## src/rtl/wb_decoder_pkg.sv

```systemverilog
// Shared definitions for the Wishbone address decoder: slave count,
// select-field position, error read data and the FSM state encoding.
package wb_decoder_pkg;

    localparam int NUM_SLAVES = 4;
    localparam int SEL_W      = 2;

    // Address bits that pick the slave; bits above SEL_HI must be zero
    localparam int SEL_HI = 19;
    localparam int SEL_LO = 16;

    // Read data returned with an error acknowledge
    localparam logic [31:0] ERR_RDATA = 32'hDEAD_BEEF;

    // Fixed encodings kept for older blocks that compare raw state bits
    localparam logic [1:0] S_IDLE = 2'd0;
    localparam logic [1:0] S_BUSY = 2'd1;
    localparam logic [1:0] S_ERR  = 2'd2;
    localparam logic [1:0] S_RESP = 2'd3;

    typedef enum logic [1:0] {
        ST_IDLE = S_IDLE,
        ST_BUSY = S_BUSY,
        ST_ERR  = S_ERR,
        ST_RESP = S_RESP
    } state_e;

endpackage

```

## src/rtl/wb_timeout_cnt.sv

```systemverilog
// Counts cycles a slave has spent in its bus cycle and flags when it has
// been silent for TIMEOUT_CYCLES cycles. Only built when the decoder is
// compiled with WB_DECODER_TIMEOUT_EN.
module wb_timeout_cnt #(
    parameter int TIMEOUT_CYCLES = 256
) (
    input  logic clk,
    input  logic rst,
    input  logic clear,
    input  logic run,
    output logic expired
);

    localparam int CNT_W = (TIMEOUT_CYCLES > 1) ? $clog2(TIMEOUT_CYCLES) : 1;
    localparam logic [CNT_W-1:0] LAST = CNT_W'(TIMEOUT_CYCLES - 1);

    logic [CNT_W-1:0] count;

    assign expired = run && (count == LAST);

    // Count while running, restart from zero whenever cleared, hold at the end
    always_ff @(posedge clk) begin
        if (rst || clear) begin
            count <= '0;
        end else if (run && !expired) begin
            count <= count + 1'b1;
        end
    end

endmodule

```

## src/rtl/wb_addr_decoder.sv

```systemverilog
// Wishbone 1-to-4 address decoder with registered request/response path.
// Slave select is taken from address bits [19:16]; anything outside the
// four slave windows is answered with an error ack and 0xDEAD_BEEF.
// Optional slave timeout: define WB_DECODER_TIMEOUT_EN.
module wb_addr_decoder
    import wb_decoder_pkg::*;
#(
    parameter int ADDR_W         = 32,
    parameter int DATA_W         = 32,
    parameter int TIMEOUT_CYCLES = 256
) (
    input  logic                         wb_clk_i,
    input  logic                         rst_i,
    input  logic [ADDR_W-1:0]            m_addr_i,
    input  logic [DATA_W-1:0]            m_wdata_i,
    input  logic                         m_wr_en_i,
    input  logic [DATA_W/8-1:0]          m_byte_en_i,
    input  logic                         m_stb_i,
    input  logic                         m_cyc_i,
    output logic [DATA_W-1:0]            m_rdata_o,
    output logic                         m_ack_o,
    output logic [ADDR_W-1:0]            s_addr_o,
    output logic [DATA_W-1:0]            s_wdata_o,
    output logic                         s_wr_en_o,
    output logic [DATA_W/8-1:0]          s_byte_en_o,
    output logic [NUM_SLAVES-1:0]        s_cyc_o,
    output logic [NUM_SLAVES-1:0]        s_stb_o,
    input  logic [NUM_SLAVES-1:0]        s_ack_i,
    input  logic [NUM_SLAVES*DATA_W-1:0] s_rdata_i,
    output logic                         err_flag_o,
    input  logic                         err_clr_i
);

    state_e                 state;
    logic [SEL_W-1:0]       sel_q;
    logic [SEL_HI-SEL_LO:0] sel_field;
    logic                   addr_mapped;
    logic                   ack_sel;
    logic [DATA_W-1:0]      rdata_sel;
    logic                   tmo_expired;

    assign sel_field   = m_addr_i[SEL_HI:SEL_LO];
    assign addr_mapped = ((m_addr_i >> (SEL_HI + 1)) == '0) &&
                         (sel_field < (SEL_HI - SEL_LO + 1)'(NUM_SLAVES));

    // Only the selected slave's ack and data are ever looked at
    assign ack_sel   = s_ack_i[sel_q];
    assign rdata_sel = s_rdata_i[sel_q*DATA_W +: DATA_W];

`ifdef WB_DECODER_TIMEOUT_EN
    wb_timeout_cnt #(
        .TIMEOUT_CYCLES(TIMEOUT_CYCLES)
    ) u_timeout_cnt (
        .clk    (wb_clk_i),
        .rst    (rst_i),
        .clear  (state != ST_BUSY),
        .run    (state == ST_BUSY),
        .expired(tmo_expired)
    );
`else
    localparam int unused_timeout_cycles = TIMEOUT_CYCLES;
    assign tmo_expired = 1'b0;
`endif

    // Transaction FSM: accept, run one slave cycle, respond, wait for release
    always_ff @(posedge wb_clk_i) begin
        if (rst_i) begin
            state       <= ST_IDLE;
            sel_q       <= '0;
            s_cyc_o     <= '0;
            s_stb_o     <= '0;
            m_ack_o     <= 1'b0;
            m_rdata_o   <= '0;
            s_addr_o    <= '0;
            s_wdata_o   <= '0;
            s_wr_en_o   <= 1'b0;
            s_byte_en_o <= '0;
        end else begin
            m_ack_o <= 1'b0;
            case (state)
                ST_IDLE: begin
                    if (m_cyc_i && m_stb_i) begin
                        s_addr_o    <= m_addr_i;
                        s_wdata_o   <= m_wdata_i;
                        s_wr_en_o   <= m_wr_en_i;
                        s_byte_en_o <= m_byte_en_i;
                        sel_q       <= sel_field[SEL_W-1:0];
                        if (addr_mapped) begin
                            s_cyc_o <= NUM_SLAVES'(1) << sel_field[SEL_W-1:0];
                            s_stb_o <= NUM_SLAVES'(1) << sel_field[SEL_W-1:0];
                            state   <= ST_BUSY;
                        end else begin
                            state   <= ST_ERR;
                        end
                    end
                end
                ST_BUSY: begin
                    if (ack_sel) begin
                        m_rdata_o <= rdata_sel;
                        m_ack_o   <= 1'b1;
                        s_cyc_o   <= '0;
                        s_stb_o   <= '0;
                        state     <= ST_RESP;
                    end else if (tmo_expired) begin
                        s_cyc_o   <= '0;
                        s_stb_o   <= '0;
                        state     <= ST_ERR;
                    end
                end
                ST_ERR: begin
                    m_ack_o   <= 1'b1;
                    m_rdata_o <= DATA_W'(ERR_RDATA);
                    state     <= ST_RESP;
                end
                ST_RESP: begin
                    if (!m_stb_i) begin
                        state <= ST_IDLE;
                    end
                end
                default: state <= ST_IDLE;
            endcase
        end
    end

    // Sticky error flag; a new error beats a simultaneous clear
    always_ff @(posedge wb_clk_i) begin
        if (rst_i) begin
            err_flag_o <= 1'b0;
        end else if (state == ST_ERR) begin
            err_flag_o <= 1'b1;
        end else if (err_clr_i) begin
            err_flag_o <= 1'b0;
        end
    end

endmodule

```

## config.mk

```make
export PLATFORM = sky130hd
export DESIGN_NAME = wb_addr_decoder
export DESIGN_NICKNAME = d
export VERILOG_FILES = /design/src/rtl/wb_decoder_pkg.sv /design/src/rtl/wb_timeout_cnt.sv /design/src/rtl/wb_addr_decoder.sv
export SDC_FILE = /design/constraint.sdc
export NUM_CORES = 1
export LEC_CHECK = 0
export ABC_AREA = 0
export BUFFER_PORTS_ARGS = -buffer_cell sky130_fd_sc_hd__buf_2
export CORE_AREA = 2 2 124 126
export CTS_CLUSTER_SIZE = 24
export DETAILED_ROUTE_END_ITERATION = 10
export DIE_AREA = 0 0 126 128
export HOLD_SLACK_MARGIN = 0.05
export PLACE_DENSITY = 0.67
export SYNTH_ARGS = -nofsm -noshare
export SYNTH_HDL_FRONTEND = slang
export SYNTH_HIERARCHICAL = 1
export SYNTH_SLANG_ARGS = --single-unit
```

## constraint.sdc

```tcl
create_clock -name wb_clk_i -period 1.8 [get_ports wb_clk_i]
set_input_delay 0.09 -clock wb_clk_i [delete_from_list [all_inputs] [get_ports wb_clk_i]]
set_output_delay 0.09 -clock wb_clk_i [all_outputs]
set_load 0.02 [all_outputs]
```

==> results.sh <==
export IMPL_status="complete, no violations"
export IMPL_clk_path_buf_depth=2
export IMPL_nets=1114
export IMPL_syn_to_final_growth_pct=59.89
export IMPL_drive_above_1_share_pct=43.67
export IMPL_synth_seq_cells=109
export IMPL_cp_max_fo=8
export IMPL_start_kind="register"
export IMPL_clkTransAtPathRegs_ps=70
export IMPL_synth_enable_flop_cells=0
export IMPL_antenna_cells=0
export IMPL_max_slew_margin_pct=65.96
export IMPL_p_switching_mw=3.113
export IMPL_p_clk_share_pct=24.1
export IMPL_ant_nets=0
export IMPL_rows=45
export IMPL_vias_per_cell=4.813
export IMPL_synthTopCellsByCount="nand2_1 (142), dfxtp_1 (109), a21oi_1 (73), nor2_1 (58), mux4_2 (33)"
export IMPL_rsz0062_at_grt="false"
export IMPL_worst_setup_path_end_kind="register"
export IMPL_wirelength_mm=16.62
export IMPL_p_int_mw=5.508
export IMPL_comb_power_share_pct=39.3
export IMPL_grt_max_degree=47
export IMPL_drtIter0Drc=164
export IMPL_power_total_mw=8.621
export IMPL_synthDistinctLibCells=33
export IMPL_synth_top_cell_by_area="dfxtp_1"
export IMPL_skew_ps=5.894
export IMPL_start_util_pct=32.36
export IMPL_antenna_found_initial=0
export IMPL_route_detailed_drc=0
export IMPL_grt_overflow=0
export IMPL_drt_pass1_iter_count=4
export IMPL_multiInputGateArea_sq_mm=0.002435
export IMPL_wl_per_cell_um=15.15
export IMPL_synthFlopType="dfxtp_1"
export IMPL_synthArstFlopShare_pct=0
export IMPL_clkLatencyLatePin_ps=340
export IMPL_ir_drop_uv=653.8
export IMPL_cts_buffers=9
export IMPL_timing_final_crit_share_pct=94.05
export IMPL_grt_pass1_vias=5278
export IMPL_min_path_type="input port to register"
export IMPL_seq_area_frac_synth_pct=45.37
export IMPL_path_class="register to register"
export IMPL_worstHoldPathCells=4
export IMPL_post_route_util_pct=51.73
export IMPL_clock_sinks=109
export IMPL_synth_most_common_cell="nand2_1"
export IMPL_htree_num_levels=3
export IMPL_ff2ff_path_depth=6
export IMPL_setup_violations=0
export IMPL_synth_area_top_cells="dfxtp_1 (45%), mux4_2 (15%), nand2_1 (11%)"
export IMPL_synth_nets=745
export IMPL_fillers=1379
export IMPL_max_freq_ghz=0.5907
export IMPL_design_portCount=317
export IMPL_postSynthAreaPerCell_sq_um=8.990
export IMPL_io_buffers=316
export IMPL_tightest_slew_ps=510.4
export IMPL_dp_hpwl_mm=11.91
export IMPL_dieWidth_um=126
export IMPL_die_h_um=128
export IMPL_die_area_sq_mm=0.01613
export IMPL_leakage_nw=3.494
export IMPL_grt_usage_pct=20.22
export IMPL_yosysWarningCount=6
export IMPL_cp_arrival_ps=1970
export IMPL_seq_power_share_pct=36.6
export IMPL_maxCapViolCount=0
export IMPL_cts_root_buf="clkbuf_16"
export IMPL_cts_tree="yes"
export IMPL_yosysTopAreaCellShare_pct=45.37
export IMPL_synthCells=535
export IMPL_slew_viol_final=0
export IMPL_fin_crit_ps=1693
export IMPL_cp_required_ps=2080
export IMPL_p_per_area_mw_per_mm2=1121
export IMPL_num_vias=5280
export IMPL_grt_pass1_wl_mm=26.23
export IMPL_hold_viol=0
export IMPL_swShare_pct=36.11
export IMPL_core_area_sq_mm=0.01486
export IMPL_seq_area_sq_mm=0.002188
export IMPL_synthesis_area_sq_mm=0.004810
export IMPL_gp_congestion=0.7801
## what timing repair did
| item | in CTS | in global routing |
|---|---|---|
| pin swaps | 2 | 2 |
| hold buffers | 70 | 0 |
| gates resized for setup | 1 | 5 |
| setup buffers | 1 | 1 |
| hold endpoints to repair | 73 | 0 |
| endpoints found under the setup margin | 4 | 6 |
## metrics by stage
step / setup WS (ps) / setup TNS, ps / instance area (sq um) / hold slack, ps / cells
global placement: 67.91 / 0 / 6621 / 329.5 / 1009
finish: 107.0 / 0 / 7690 / 170.4 / 1097
floorplan: -14.59 / -58.35 / 4826 / 218.5 / 535
detailed placement: -52.45 / -188.9 / 6621 / 336.0 / 1009
CTS: 42.63 / 0 / 7649 / 143.7 / 1096
global route: 4.816 / 0 / 7690 / 215.3 / 1097
## power by group through the flow
stage | Combinational [mW] | Sequential [mW] | Clock, mW
2_1_floorplan | 1.56 | 3.74 | 0
3_3_place_gp | 3.19 | 3.18 | 0
3_5_place_dp | 3.23 | 3.20 | 0
4_1_cts | 3.36 | 3.15 | 2.15
5_1_grt | 3.72 | 3.21 | 2.25
6_report | 3.39 | 3.15 | 2.08
## area by class of cell
type | instances | share of cell area (%)
Clock buffer | 11 | 3.287
Multi-Input combinational cell | 377 | 31.66
Sequential cell | 109 | 28.46
Inverter | 4 | 0.1952
Clock inverter | 5 | 0.8298
Timing Repair Buffer | 403 | 32.51
Tap cell | 188 | 3.059
## layer usage
layer | track usage (%) | up-vias | part of all wire, %
met5 | 0 | - | 0
met4 | 7.369 | 0 | 2.6
met3 | 5.217 | 37 | 7.2
met2 | 37.57 | 219 | 53
met1 | 22.18 | 2461 | 38
li1 | - | 2563 | -
## layout by cell type (no fill, tap or decap), types with 2 or more instances in the layout
cell type        n
mux2i_1          6
a22oi_1          8
nor3_1          28
buf_2          315
a21oi_1         73
dfxtp_2          2
ha_1             2
dfxtp_1        106
inv_1            3
mux4_2          33
nor2b_1          2
nor2_1          58
buf_4           11
buf_12           7
inv_6            2
clkbuf_16        9
ha_4             2
nand2b_1         5
clkbuf_8         2
nand2_1        142
dlygate4sd3_1   70
## cell families after synthesis
group,synth area share [%]
AOI/OAI and AO/OA,10.04
DFF,45.37
buffers and inverters,5.099
and+or+nand+nor,20.97
muxes,17.48
adders and majority gates,1.041
## path summary, 6_finish.rpt
path | slack, ps | startpoint | endpoint
min reg2reg | 450 | s_addr_o[15]$_SDFFE_PP0P_ | s_addr_o[15]$_SDFFE_PP0P_
max | 110 | state[1]$_SDFFE_PP0P_ | s_stb_o[2]$_SDFFE_PP0P_
max reg2reg | 110 | state[1]$_SDFFE_PP0P_ | s_stb_o[2]$_SDFFE_PP0P_
min | 170 | m_stb_i | state[1]$_SDFFE_PP0P_
## flip-flops by register name, indices dropped and copies added, names as in the netlist
register / flops
err_flag_o: 1
m_ack_o: 1
m_rdata_o: 32
s_addr_o: 32
s_byte_en_o: 4
s_stb_o: 4
s_wdata_o: 32
s_wr_en_o: 1
state: 2
## critical path, stage by stage, from the launching register on
cell and delay, ps:
dfxtp_2 340, inv_2 60, ha_4 180, and2_4 130
a222oi_1 370, a21boi_4 330, mux2i_1 210
(Power assumes the default switching activity.)
